`config.mk`:
```
export PLATFORM = sky130hd
export DESIGN_NAME = shift_add_multiplier_4bit
export DESIGN_NICKNAME = d
export VERILOG_FILES = /design/src/rtl/mul_pkg.sv /design/src/rtl/parallel_adder_4bit.sv /design/src/rtl/shift_add_multiplier_4bit.sv
export SDC_FILE = /design/constraint.sdc
export NUM_CORES = 1
export LEC_CHECK = 0
export BUFFER_PORTS_ARGS = -buffer_cell sky130_fd_sc_hd__buf_2
export CAP_MARGIN = 20
export CORE_UTILIZATION = 61
export CTS_BUF_LIST = sky130_fd_sc_hd__clkbuf_2
export DETAILED_ROUTE_END_ITERATION = 8
export PLACE_DENSITY = 0.95
export SLEW_MARGIN = 20
export SYNTH_ARGS = -nofsm -noshare
export SYNTH_HDL_FRONTEND = slang
export SYNTH_SLANG_ARGS = --single-unit
```
`constraint.sdc`:
```
create_clock -name clk -period 5.85 [get_ports clk]
set_input_delay 0 -clock clk [delete_from_list [all_inputs] [get_ports clk]]
set_output_delay 0 -clock clk [all_outputs]
set_load 0.02 [all_outputs]
```
`src/rtl/mul_pkg.sv`:
```
// Shared definitions for the shift-and-add multiplier: FSM encoding,
// iteration count and operand/product widths.
package mul_pkg;
  localparam int OP_W   = 4;
  localparam int PROD_W = 8;

  localparam logic [2:0] ITER_CNT = 3'd4;

  typedef enum logic [1:0] {
    IDLE = 2'b00,
    RUN  = 2'b01,
    DONE = 2'b10
  } state_t;
endpackage

```
`src/rtl/parallel_adder_4bit.sv`:
```
// 4-bit ripple-carry adder: sum/cout = a + b + cin, purely combinational.
module parallel_adder_4bit (
  input  logic [3:0] a,
  input  logic [3:0] b,
  input  logic       cin,
  output logic [3:0] sum,
  output logic       cout
);
  logic [4:0] w_c;

  assign w_c[0] = cin;

  for (genvar i = 0; i < 4; i++) begin : g_fa
    assign sum[i]   = a[i] ^ b[i] ^ w_c[i];
    assign w_c[i+1] = (a[i] & b[i]) | (w_c[i] & (a[i] ^ b[i]));
  end

  assign cout = w_c[4];
endmodule

```
`src/rtl/shift_add_multiplier_4bit.sv`:
```
// Sequential 4x4 unsigned shift-and-add multiplier driving parallel_adder_4bit
// once per RUN cycle. Define MUL_ZERO_SKIP_EN to bypass RUN for zero operands.
module shift_add_multiplier_4bit
  import mul_pkg::*;
(
  input  logic              clk,
  input  logic              rst,
  input  logic              start,
  input  logic [OP_W-1:0]   a,
  input  logic [OP_W-1:0]   b,
  output logic              busy,
  output logic              done,
  output logic [PROD_W-1:0] product
);
  localparam logic [2:0] LAST_CNT = ITER_CNT - 3'd1;

  state_t              r_state;
  state_t              w_next_state;
  logic [OP_W-1:0]     r_m;
  logic [OP_W-1:0]     r_p_hi;
  logic [OP_W-1:0]     r_p_lo;
  logic [2:0]          r_cnt;
  logic [PROD_W-1:0]   r_product;

  logic [OP_W-1:0]     w_addend;
  logic [OP_W-1:0]     w_sum;
  logic                w_cout;
  logic [PROD_W-1:0]   w_shift;
  logic                w_last;

  assign w_addend = r_p_lo[0] ? r_m : '0;

  parallel_adder_4bit u_adder (
    .a    (r_p_hi),
    .b    (w_addend),
    .cin  (1'b0),
    .sum  (w_sum),
    .cout (w_cout)
  );

  // {cout, sum, P_lo} shifted right by one; the adder carry lands in P_hi[3]
  assign w_shift = {w_cout, w_sum, r_p_lo[OP_W-1:1]};
  assign w_last  = (r_cnt == LAST_CNT);

`ifdef MUL_ZERO_SKIP_EN
  logic w_zero;
  assign w_zero = (a == '0) || (b == '0);
`endif

  always_comb begin
    w_next_state = r_state;
    case (r_state)
      IDLE: begin
        if (start) begin
`ifdef MUL_ZERO_SKIP_EN
          w_next_state = w_zero ? DONE : RUN;
`else
          w_next_state = RUN;
`endif
        end
      end
      RUN:     if (w_last) w_next_state = DONE;
      DONE:    w_next_state = IDLE;
      default: w_next_state = IDLE;
    endcase
  end

  always_ff @(posedge clk) begin
    if (rst) begin
      r_state   <= IDLE;
      r_m       <= '0;
      r_p_hi    <= '0;
      r_p_lo    <= '0;
      r_cnt     <= '0;
      r_product <= '0;
    end else begin
      r_state <= w_next_state;
      case (r_state)
        IDLE: begin
          if (start) begin
            r_m    <= a;
            r_p_lo <= b;
            r_p_hi <= '0;
            r_cnt  <= '0;
`ifdef MUL_ZERO_SKIP_EN
            if (w_zero) r_product <= '0;
`endif
          end
        end
        RUN: begin
          {r_p_hi, r_p_lo} <= w_shift;
          r_cnt            <= r_cnt + 3'd1;
          if (w_last) r_product <= w_shift;
        end
        default: ;
      endcase
    end
  end

  assign busy    = (r_state != IDLE);
  assign done    = (r_state == DONE);
  assign product = r_product;
endmodule
```
==> results.toml <==
[outcome]
status = "completed"

[route]
antenna_left = 0
vias = 831
dr.first_iter.drc_count = 25
dr.pass1.iters = 4
wl_per_cell_um = 13.2
drc = 0
viasPerCell = 5.26
drt_wl_total_um = 2080

[power]
clockPowerShare_pct = 23.5
finalPower_mw = 0.281
pwr-share-comb_pct = 11.5
leakage_nw = 0.526
p_sw_mw = 0.0698
power_density_mw_per_mm2 = 216
p_int_mw = 0.211
ir_drop_uv = 196
pwr-share-seq_pct = 65.0
swShare_pct = 24.8

[worst_setup_path]
crit_arrival_ns = 2.61
start_kind = "flip-flop"
r2r_slack_ns = 3.47
r2r-end = "r_p_hi[2]"
end_kind = "flip-flop"
rr_startpoint = "r_p_lo[0]"
criticalPathCategory = "reg2reg"
cp_max_fo = 5
r2r_cells = 8
cp.required_ns = 6.08
startpoint = "r_p_lo[0]"
endpoint = "r_p_hi[2]"

[logic_synthesis]
synthArstFlopShare_pct = 0
synth_seq_cells = 25
synth_flop_cell = "dfxtp_1"
synth_edf_count = 0
synthDistinctLibCells = 26
avgSynthCellArea_um2 = 10.4
synth.cell_area_mm2 = 0.00115
syn_nets = 127
syn_inst = 110
yosysWarnings = 0
ys_seq_area_share_pct = 43.6

[grt]
grt_pass1_vias = 810
antenna_found_initial = 0
grt_usage_pct = 23.5
grt_pass1_wl_um = 3390
overflow = 0
grt_max_degree = 26

[job]
max_cap_viol_count = 0

[place]
placed_cell_area_mm2 = 0.00121
dp_cells = 147
dpl.hpwl_um = 1440
portBuffers = 20
gp_congestion = 0.757

[sta]
skew_ns = 0.00651
rsz0062_at_grt = "false"
fmax_mhz = 421
slew_headroom_pct = 54.1
setup_viol = 0
period_share_pct = 40.6
slew_viol_final = 0
tns_ns = 0
period_minus_slack_ns = 2.38
worst_pin_slew_ns = 0.689
hold_slack_ns = 0.00932
hold_viol = 0

[clock_tree]
path_clk_slew_ns = 0.22
cts_tree = "built"
ctsHtreeMaxLevel = 1
clockBufferDepth = 2
ctsResizeCount = 0
root_buffer = "clkbuf_2"
cts_sinks = 25
cts_buffers = 3
clk_latency_ns = 0.33

[layout]
regArea_um2 = 500
fin_cells = 158
nFillCells = 122
area_delta_synth_final_pct = 13.3
final_cell_mix = "25 x dfxtp_1, 20 x buf_2, 19 x nor2_1"
multi_input_area_um2 = 556
drive_gt1_share_pct = 26.3
finish.instance_area_mm2 = 0.00130
diodes = 0
final_common_cell = "dfxtp_1"
fin_nets = 151

[hold_path]
hold_path_class = "in2reg"

[floorplan]
die_h_um = 45.4
die_w_um = 45.4
design.core.area_mm2 = 0.00175
dieArea_mm2 = 0.00206
top_level_ports = 21
initial_core_util_pct = 65.7
rows = 15
-- per-stage QoR --
stage	utilization [%]	worst slack [ns]
after detailed placement	69.3	3.48
after global routing	74.5	3.32
after global placement	69.3	3.58
after floorplan	-	3.62
final	74.5	3.47
after CTS	74.5	3.49
-- worst min path at each step --
stage                     startpoint         to  slack, ns  cells after the start
final                           b[0]  r_p_lo[0]      0.009                      3
after global routing            b[3]  r_p_lo[3]      0.003                      3
after CTS                       b[0]  r_p_lo[0]       0.01                      3
after detailed placement        a[0]     r_m[0]       0.25                      3
after global placement          a[2]     r_m[2]       0.24                      3
after floorplan                 a[0]     r_m[0]       0.15                      2
-- routing by layer --
layer | GRT usage [%] | up-vias | part of all wire (%)
met4 | 10.9 | 0 | 1.7
met3 | 3.57 | 4 | 2.8
li1 | - | 421 | -
met1 | 26.5 | 388 | 43
met2 | 43.2 | 18 | 53
met5 | 0 | - | 0
-- critical path: stages, from the launching register on --
cell       delay, ns
dfxtp_1         0.43
and2_1          0.14
ha_1            0.13
inv_1           0.04
fa_1            0.37
fa_1            0.38
fa_1            0.54
a2bb2oi_1       0.19
nor2_1          0.06
-- synthesized netlist by cell type, types with 3 or more instances --
| library cell | instances | area [um2] |
|---|---|---|
| dfxtp_1 | 25 | 500 |
| nor2_1 | 19 | 71.3 |
| mux2i_1 | 13 | 130 |
| inv_1 | 6 | 22.5 |
| a211oi_1 | 5 | 37.5 |
| a2bb2oi_1 | 5 | 43.8 |
| a211oi_2 | 4 | 50.1 |
| nor2_2 | 4 | 25.0 |
| clkbuf_1 | 3 | 11.3 |
| fa_1 | 3 | 60.1 |
| ha_1 | 3 | 37.5 |
| nand2_1 | 3 | 11.3 |
-- repair_timing --
| item | in CTS | in global routing |
|---|---|---|
| buffers inserted | 0 | 0 |
| hold buffers | 7 | 0 |
| hold endpoints to repair | 7 | 0 |
-- area by class of cell --
| type | count | area share, % |
|---|---|---|
| multi-input cells | 71 | 42.7 |
| flip-flops and latches | 25 | 38.5 |
| repair buffers | 27 | 13.1 |
| well taps | 25 | 2.41 |
| clock buffers | 4 | 1.54 |
| inverters | 6 | 1.73 |
-- state kept, by name, summed over array words and instances, names as in the netlist --
name / cells
r_m: 4
r_state: 2
r_cnt: 3
product: 8
r_p_hi: 4
r_p_lo: 4
-- power groups by stage --
stage               sequential, mW  clock (mW)  combinational (mW)
global placement             0.185           0              0.0274
floorplan                    0.183           0              0.0236
CTS                          0.183      0.0672              0.0322
finish                       0.183      0.0661              0.0323
global route                 0.184      0.0728              0.0352
detailed placement           0.186           0              0.0284
-- cell families (layout without fill, tap and decap cells) --
group	after synthesis	after routing	synth area share, %
flip-flops	25	25	43.6
AO/OA/AOI/OAI	17	17	13.6
buffers and inverters	14	37	7.96
AND/OR/NAND/NOR	35	35	14.9
adder cells (fa/ha/maj)	6	6	8.51
multiplexers	13	13	11.3
Note: power is estimated with default switching activity, not from simulation.
